$ cat config.mk
export PLATFORM = sky130hd
export DESIGN_NAME = gclkdiv
export DESIGN_NICKNAME = d
export VERILOG_FILES = /design/src/rtl/gclkdiv_pkg.sv /design/src/rtl/gclkdiv_cnt.sv /design/src/rtl/gclkdiv.sv
export SDC_FILE = /design/constraint.sdc
export NUM_CORES = 1
export LEC_CHECK = 0
export CAP_MARGIN = 30
export CORE_UTILIZATION = 67
export CTS_CLUSTER_SIZE = 14
export DETAILED_ROUTE_END_ITERATION = 16
export DONT_BUFFER_PORTS = 1
export GPL_TIMING_DRIVEN = 0
export PLACE_DENSITY = 0.89
export SETUP_SLACK_MARGIN = 0.1
export SYNTH_ARGS = -nofsm -noshare
export SYNTH_HDL_FRONTEND = slang
export SYNTH_SLANG_ARGS = --single-unit
export TNS_END_PERCENT = 5
$ cat constraint.sdc
create_clock -name C -period 6.6 [get_ports C]
set_clock_uncertainty 0.05 [all_clocks]
set_input_delay 1.98 -clock C [delete_from_list [all_inputs] [get_ports C]]
set_output_delay 1.98 -clock C [all_outputs]
set_load 0.01 [all_outputs]
$ cat src/rtl/gclkdiv_pkg.sv
// ------------------------------------------------------------------
// gclkdiv_pkg: state encoding and divisor constants for gclkdiv. Rev 1.0
// ------------------------------------------------------------------
`default_nettype none

package gclkdiv_pkg;

  localparam logic [1:0] ST_STOP  = 2'b00;
  localparam logic [1:0] ST_RUN   = 2'b01;
  localparam logic [1:0] ST_DRAIN = 2'b10;

  localparam int DIV_MIN = 2;
  localparam int DIV_RST = 2;

endpackage

`default_nettype wire

$ cat src/rtl/gclkdiv_cnt.sv
// ------------------------------------------------------------------
// gclkdiv_cnt: phase counter with wrap, divisor clamp, high-phase compare. Rev 1.0
// ------------------------------------------------------------------
`default_nettype none

module gclkdiv_cnt
  import gclkdiv_pkg::*;
#(
  parameter int WIDTH = 8
) (
  input  logic             C,
  input  logic             R,
  input  logic             clear,
  input  logic             en,
  input  logic [WIDTH-1:0] n,
  output logic [WIDTH-1:0] cnt,
  output logic             last,
  output logic             q_next
);

  logic [WIDTH-1:0] w_n;
  logic [WIDTH-1:0] w_cnt_nxt;
  logic [WIDTH:0]   w_half;

  always_comb begin
    w_n    = (n < WIDTH'(DIV_MIN)) ? WIDTH'(DIV_MIN) : n;
    w_half = ({1'b0, w_n} + (WIDTH + 1)'(1)) >> 1;
    last   = (cnt == (w_n - WIDTH'(1)));
  end

  always_comb begin
    w_cnt_nxt = cnt;
    if (clear) begin
      w_cnt_nxt = '0;
    end else if (en) begin
      w_cnt_nxt = last ? '0 : (cnt + WIDTH'(1));
    end
  end

  // High for the first ceil(N/2) counts of each period
  assign q_next = ({1'b0, w_cnt_nxt} < w_half);

  always_ff @(posedge C) begin
    if (!R) begin
      cnt <= '0;
    end else begin
      cnt <= w_cnt_nxt;
    end
  end

endmodule

`default_nettype wire

$ cat src/rtl/gclkdiv.sv
// ------------------------------------------------------------------
// gclkdiv: glitch-free programmable integer clock divider for gclkbuff.A. Rev 1.0
// ------------------------------------------------------------------
`default_nettype none

module gclkdiv
  import gclkdiv_pkg::*;
#(
  parameter int WIDTH = 8
) (
  input  logic             C,
  input  logic             R,
  input  logic             E,
  input  logic [WIDTH-1:0] DIV,
  input  logic             LD,
  output logic             ACK,
  output logic             Q,
  output logic             T,
  output logic             RUN
);

  logic [1:0]       r_state;
  logic [1:0]       w_state_nxt;
  logic [WIDTH-1:0] r_div;
  logic             r_ack;
  logic             r_q;
  logic             r_t;
  logic             r_run;

  logic [WIDTH-1:0] w_cnt;
  logic             w_last;
  logic             w_q_next;
  logic             w_boundary;
  logic             w_load;
  logic             w_run_d;
  logic             w_q_d;
  logic             w_t_d;
  logic             w_unused;

  gclkdiv_cnt #(
    .WIDTH (WIDTH)
  ) u_cnt (
    .C      (C),
    .R      (R),
    .clear  (r_state == ST_STOP),
    .en     (r_state != ST_STOP),
    .n      (r_div),
    .cnt    (w_cnt),
    .last   (w_last),
    .q_next (w_q_next)
  );

  // Phase count is exported for observation; the top only needs the flags
  assign w_unused = ^w_cnt;

  always_ff @(posedge C) begin
    if (!R) begin
      r_state <= ST_STOP;
      r_div   <= WIDTH'(DIV_RST);
      r_ack   <= 1'b0;
      r_q     <= 1'b0;
      r_t     <= 1'b0;
      r_run   <= 1'b0;
    end else begin
      r_state <= w_state_nxt;
      if (w_load) begin
        r_div <= DIV;
      end
      r_ack <= w_load;
      r_q   <= w_q_d;
      r_t   <= w_t_d;
      r_run <= w_run_d;
    end
  end

  always_comb begin
    w_state_nxt = r_state;
    case (r_state)
      ST_STOP:  w_state_nxt = E ? ST_RUN : ST_STOP;
      ST_RUN: begin
        if (!E) begin
          w_state_nxt = w_last ? ST_STOP : ST_DRAIN;
        end
      end
      // Re-enable mid-drain resumes without touching the phase
      ST_DRAIN: begin
        if (E) begin
          w_state_nxt = ST_RUN;
        end else if (w_last) begin
          w_state_nxt = ST_STOP;
        end
      end
      default:  w_state_nxt = ST_STOP;
    endcase
  end

  always_comb begin
    w_boundary = (r_state == ST_STOP) || w_last;
    w_load     = LD && !r_ack && w_boundary;
    w_run_d    = (w_state_nxt != ST_STOP);
    w_q_d      = w_run_d && w_q_next;
    w_t_d      = w_run_d && w_boundary;
  end

  assign ACK = r_ack;
  assign Q   = r_q;
  assign T   = r_t;
  assign RUN = r_run;

endmodule

`default_nettype wire

# Yosys cells after proc, flatten, opt, wreduce, memory -nomap -nowiden
# Index checks and enable logic that the tools add are counted.
# word_totals
wordCells	34
regBits	22
output_inout_bits	4
inputBits	12
# classes
n_eq_ne	3
order_cmp	2
muxes	10
addsub	3
reduce_logical	9
# op_table
op	count
8-bit 2-to-1 mux	4
8-bit by 1-bit adder with 9-bit output, second input constant	1
8-bit by 1-bit adder with 8-bit output, second input constant	1
8-bit equality test	1
8-bit by 2-bit < comparator with 1-bit output, second input constant	1
8-bit < comparator	1
2-bit 2-to-1 mux	4
8-bit by 1-bit subtractor with 8-bit output, second input constant	1
2-bit case mux with 3 select lines	1
1-bit logical AND	4
2-bit nonzero test	2
2-bit by 1-bit equality test with 1-bit output, second input constant	1
2-bit equality test, second input constant	1
2-bit zero test	1
1-bit zero test	1
1-bit logical OR	1
1-bit 2-to-1 mux	1

# Depth between registers and ports, before layout
# depth
depth_word	9
ltp_mapped	18
mapped_depth_nobuf	17

# Cells and area by module
# A second synthesis with hierarchy kept.
# unflattened
cells_unflattened	186
hier_area_um2	1607.8
# by_module_without_submodules
module	area_per_inst_um2	instances	cells_per_inst	seq_area_each_um2
gclkdiv_cnt	1073.5	1	133	160.2
gclkdiv	534.3	1	53	280.3

# Worst setup path before layout
# No wires, ideal clock.
# synth_timing
path_kind	flip-flop to flip-flop
start	register r_div[4]
end	register r_q, in the netlist Q
setup_slack_ns	2.991
setup_time_ns	0.058
stages_incl_launch_ff	18
t_arrival_ns	3.502
period_less_slack_ns	3.609
path_buffers	1
required_ns	6.492
path_cell_list	dfxtp_1 -> buf_6 -> or4_4 -> o21ai_4 -> ha_1 -> nor3b_2 -> xnor2_1 -> nor3_1 -> nand3_1 -> o22ai_4 -> nor2_1 -> ha_1 -> a21oi_1 -> nor2b_1 -> o21ai_0 -> or2b_2 -> nor3b_1 -> mux2_4
# synth_via
elab_chain_cells	9
elab_cells_between_ends	16
cone_classes	add/sub: 2; order compare: 2; eq/ne: 1; mux: 9; reduce/logical: 2
# synth_lines
item	line_no	text
start, declared	gclkdiv.sv:24	logic [WIDTH-1:0] r_div;
start signal, assigned	gclkdiv.sv:59	r_div <= WIDTH'(DIV_RST);
8-bit by 2-bit < comparator with 1-bit output	gclkdiv_cnt.sv:26	w_n = (n < WIDTH'(DIV_MIN)) ? WIDTH'(DIV_MIN) : n;
8-bit 2-to-1 mux (*)	gclkdiv_cnt.sv:26	
8-bit by 1-bit subtractor with 8-bit output (*)	gclkdiv_cnt.sv:28	last = (cnt == (w_n - WIDTH'(1)));
8-bit equality test (*)	gclkdiv_cnt.sv:28	
8-bit 2-to-1 mux (*)	gclkdiv_cnt.sv:36	w_cnt_nxt = last ? '0 : (cnt + WIDTH'(1));
8-bit 2-to-1 mux (*)	gclkdiv_cnt.sv:35	end else if (en) begin
8-bit 2-to-1 mux (*)	gclkdiv_cnt.sv:33	if (clear) begin
named net u_cnt.w_cnt_nxt[5]	gclkdiv_cnt.sv:22	logic [WIDTH-1:0] w_cnt_nxt;
8-bit < comparator (*)	gclkdiv_cnt.sv:41	assign q_next = ({1'b0, w_cnt_nxt} < w_half);
1-bit logical AND (*)	gclkdiv.sv:101	w_q_d = w_run_d && w_q_next;
end signal, assigned	gclkdiv.sv:70	r_q <= w_q_d;
end, declared	gclkdiv.sv:26	logic r_q;
# Mark *: on every way through the listed nets, which the timed path passes. The rest lies on a longest branch.
# A chain may end at the register's enable or synchronous reset.

# Worst setup path in the final report
# Ends and elaborated chain as after synthesis.

==> key figures <==
Status
  – Run status: finished clean

Setup path
  – Worst Path Arrival: between 4 and 5 ns
  – Reg2reg start: r_div[4]
  – Setup Crit Path Kind: reg2reg
  – Crit path largest cell delay: 0.56 ns
  – Reg2Reg Setup Slack: 2.51 ns
  – Worst setup EP type: flip-flop
  – CP max FO: 10
  – FF-to-FF path depth: 17
  – Worst setup SP type: flip-flop
  – Worst path required time: 6.81 ns
  – RR Endpoint: Q
  – Critical Path, Cell by Cell: buf_6 -> or4_4 -> o21ai_4 -> ha_1 -> nor3b_2 -> xnor2_1 -> nor3_1 -> nand3_1 -> o22ai_4 -> nor2_1 -> ha_1 -> nor2b_1 -> o21a_1 -> o21ai_0 -> a21oi_1 -> nor3_1 -> mux2_4
  – CP max stage cell: or4_4

Power
  – Peak supply drop: between 100 and 150 uV
  – Internal Power: 218 uW
  – Net Sw Frac: 0.319
  – Reg power frac: 0.469
  – NetSw: 102 uW
  – Combinational Power Share: 0.295
  – Clock power frac: 0.236
  – Leakage power: roughly 0.62 nW
  – Pwr dens: 199 nW/um^2

Drt
  – Wirelength per Cell: 15.0 um
  – WL met2: 1.49 mm
  – Antenna-violating nets left: 0
  – DR iter-0 viols: 15
  – Drt total wl: 3.02 mm
  – M1 WL: 1.40 mm
  – Number of iterations in the first detailed-routing pass: 6
  – Highest metal used: met4
  – Met3 WL: 78 um
  – Drt via density: 5.91
  – Residual DRC: 0
  – Vias: 1,187

Clock network
  – CTS sink cnt: 22
  – Num CTS Buffers: 3
  – Clock Tree Root: clkbuf_4
  – CTS max path bufs: 2
  – Post-cts resize count: 0
  – Max H-tree Level: 1
  – Worst skew pair latency: around 0.3 ns
  – Hold-fix buffers at CTS: 0
  – Setup Buffers After CTS: 0
  – CTS tree: yes
  – Clk slew on worst S/H paths: 0.13 ns

Placement
  – Post-detail-place hpwl: 2.32 mm
  – Port bufs: 0
  – Routability cong.: 0.876
  – Placed instance count: 197

Worst hold path
  – Hold Path End: u_cnt.cnt[0]
  – Hold path cells: 1
  – Hold_sp: u_cnt.cnt[0]
  – Hold Crit Class: reg2reg

Logic synthesis
  – Synth unique cells: 45
  – Syn_area_per_cell: 9.05 um^2
  – Sequential share of the synthesized area: 0.286
  – #FFs+latches synth: 22
  – Syn_nets: approximately 190
  – EDFF count, synth: 0
  – Synth warnings: 0
  – Synth Cell Area: 1540 um^2
  – Cells after synthesis: 170
  – Main synth FF type: dfxtp_1
  – Async SR Flop Fraction: 0

Floorplanning
  – Die W: between 40 and 50 um
  – Core area: 2060 um^2
  – Rows: 16
  – Starting Density: 0.746
  – Die Span Y: 49.9 um
  – I/O Pins: 16
  – Die ar.: 2490 um^2

Cells and area
  – Ant diodes: 0
  – Nets: 197
  – Final core occ: 0.780
  – Commonest cells after routing, fill and taps aside: dfxtp_1, nand2_1, nor2_1
  – Share of layout cells above drive strength 1: 0.149
  – Fill count: 158
  – Fin cells: between 200 and 250
  – Commonest non-fill, non-tap cell in the layout: dfxtp_1
  – Area growth, synth to finish: 4.55%

STA
  – Final hold violation count: 0
  – Tmin final: 4.09 ns
  – Slew HR: 0.649
  – Fin. max-slew vios: 0
  – RSZ-0062 raised after global routing: false
  – Crit share post-route: 0.620
  – Final setup vio count: 0
  – Worst slew pin tran: 0.526 ns
  – Highest Clock Rate: ~0.24 GHz
  – Fin Setup TNS: 0 ns

Global routing
  – Grt total ovfl: 0
  – Pin count of the biggest net entering global routing: 13
  – Vias in the first global route: 1,178
  – Initial antenna violation count: 0
  – First-pass GRT wire length: 5.02 mm
  – GRT Util Overall: 0.263

Run
  – Max_cap viols: 0
==> flip-flops by register name, summed over array words and instances (netlist names) <==
| register | flops |
|---|---|
| T | 1 |
| u_cnt.cnt | 8 |
| r_div | 8 |
| r_state | 2 |
| Q | 1 |
| RUN | 1 |
| ACK | 1 |
==> through the flow <==
step | setup WS [ns] | power (mW) | area, um^2 | hold slack [ns]
CTS | 2.52 | 0.320 | 1610 | 0.506
global placement | 2.75 | 0.241 | 1570 | 0.439
floorplan | 2.99 | 0.230 | 1540 | 0.405
global route | 2.25 | 0.338 | 1610 | 0.536
detailed placement | 2.59 | 0.246 | 1570 | 0.476
finish | 2.51 | 0.321 | 1610 | 0.504
==> synth_stat cells, types with 3 or more instances <==
library cell / instances / area [um^2]
clkbuf_8: 4 / 55.1
nand4_1: 3 / 18.8
nand3_1: 6 / 30.0
xnor2_1: 14 / 123
o21ai_0: 3 / 15.0
nand2_1: 20 / 75.1
nor2b_1: 4 / 25.0
nor2_1: 19 / 71.3
dfxtp_1: 22 / 440
mux2i_1: 9 / 90.1
inv_1: 7 / 26.3
nor3_1: 3 / 15.0
xor2_1: 8 / 70.1
ha_1: 10 / 125
==> cell type report <==
class	count	area [um^2]	area share
multi-input combinational	133	986	0.613
tap	27	33.8	0.0210
buffer	8	86.3	0.0537
sequential	22	440	0.274
clock buffer	4	36.3	0.0226
inverter	7	26.3	0.0163
==> layer usage <==
metal  up-vias  global-route usage
met2        25               0.471
li1        588                   -
met5         -                   0
met1       568               0.317
met4         0              0.0952
met3         6              0.0340
==> critical path: cells and delay by family (launching register included) <==
family	cells	cell delay [ns]
simple gates	7	1.64
compound gates	5	1.05
fa+ha+maj	2	0.54
flops	1	0.33
mux	1	0.17
buf+inv	1	0.14
xor+xnor	1	0.13
==> logic make-up (layout without fill, tap and decap cells) <==
kind of cell,count (synthesis),in the layout,share of synthesized area
muxes,10,10,0.0683
xor gates and xnor gates,22,22,0.125
and+or+nand+nor,73,73,0.260
DFF,22,22,0.286
buffers and inverters,15,19,0.0732
AOI/OAI and AO/OA,18,18,0.106
adders and majority gates,10,10,0.0813
==> power by group through the flow <==
stage	Clock (mW)	Combinational (mW)	Sequential (mW)
3_3_place_gp	0	0.0886	0.153
6_report	0.0757	0.0947	0.150
4_1_cts	0.0753	0.0945	0.150
3_5_place_dp	0	0.0931	0.153
5_1_grt	0.0842	0.103	0.151
2_1_floorplan	0	0.0781	0.151
==> how the worst max path moves through the flow <==
stage,startpoint,to,cells after the start
floorplan,r_div[4],Q,17
global placement,r_div[4],Q,17
detailed placement,r_div[4],Q,17
CTS,r_div[4],Q,17
global route,r_div[4],Q,17
finish,r_div[4],Q,17
No activity file was read; power rests on OpenSTA's default activity.
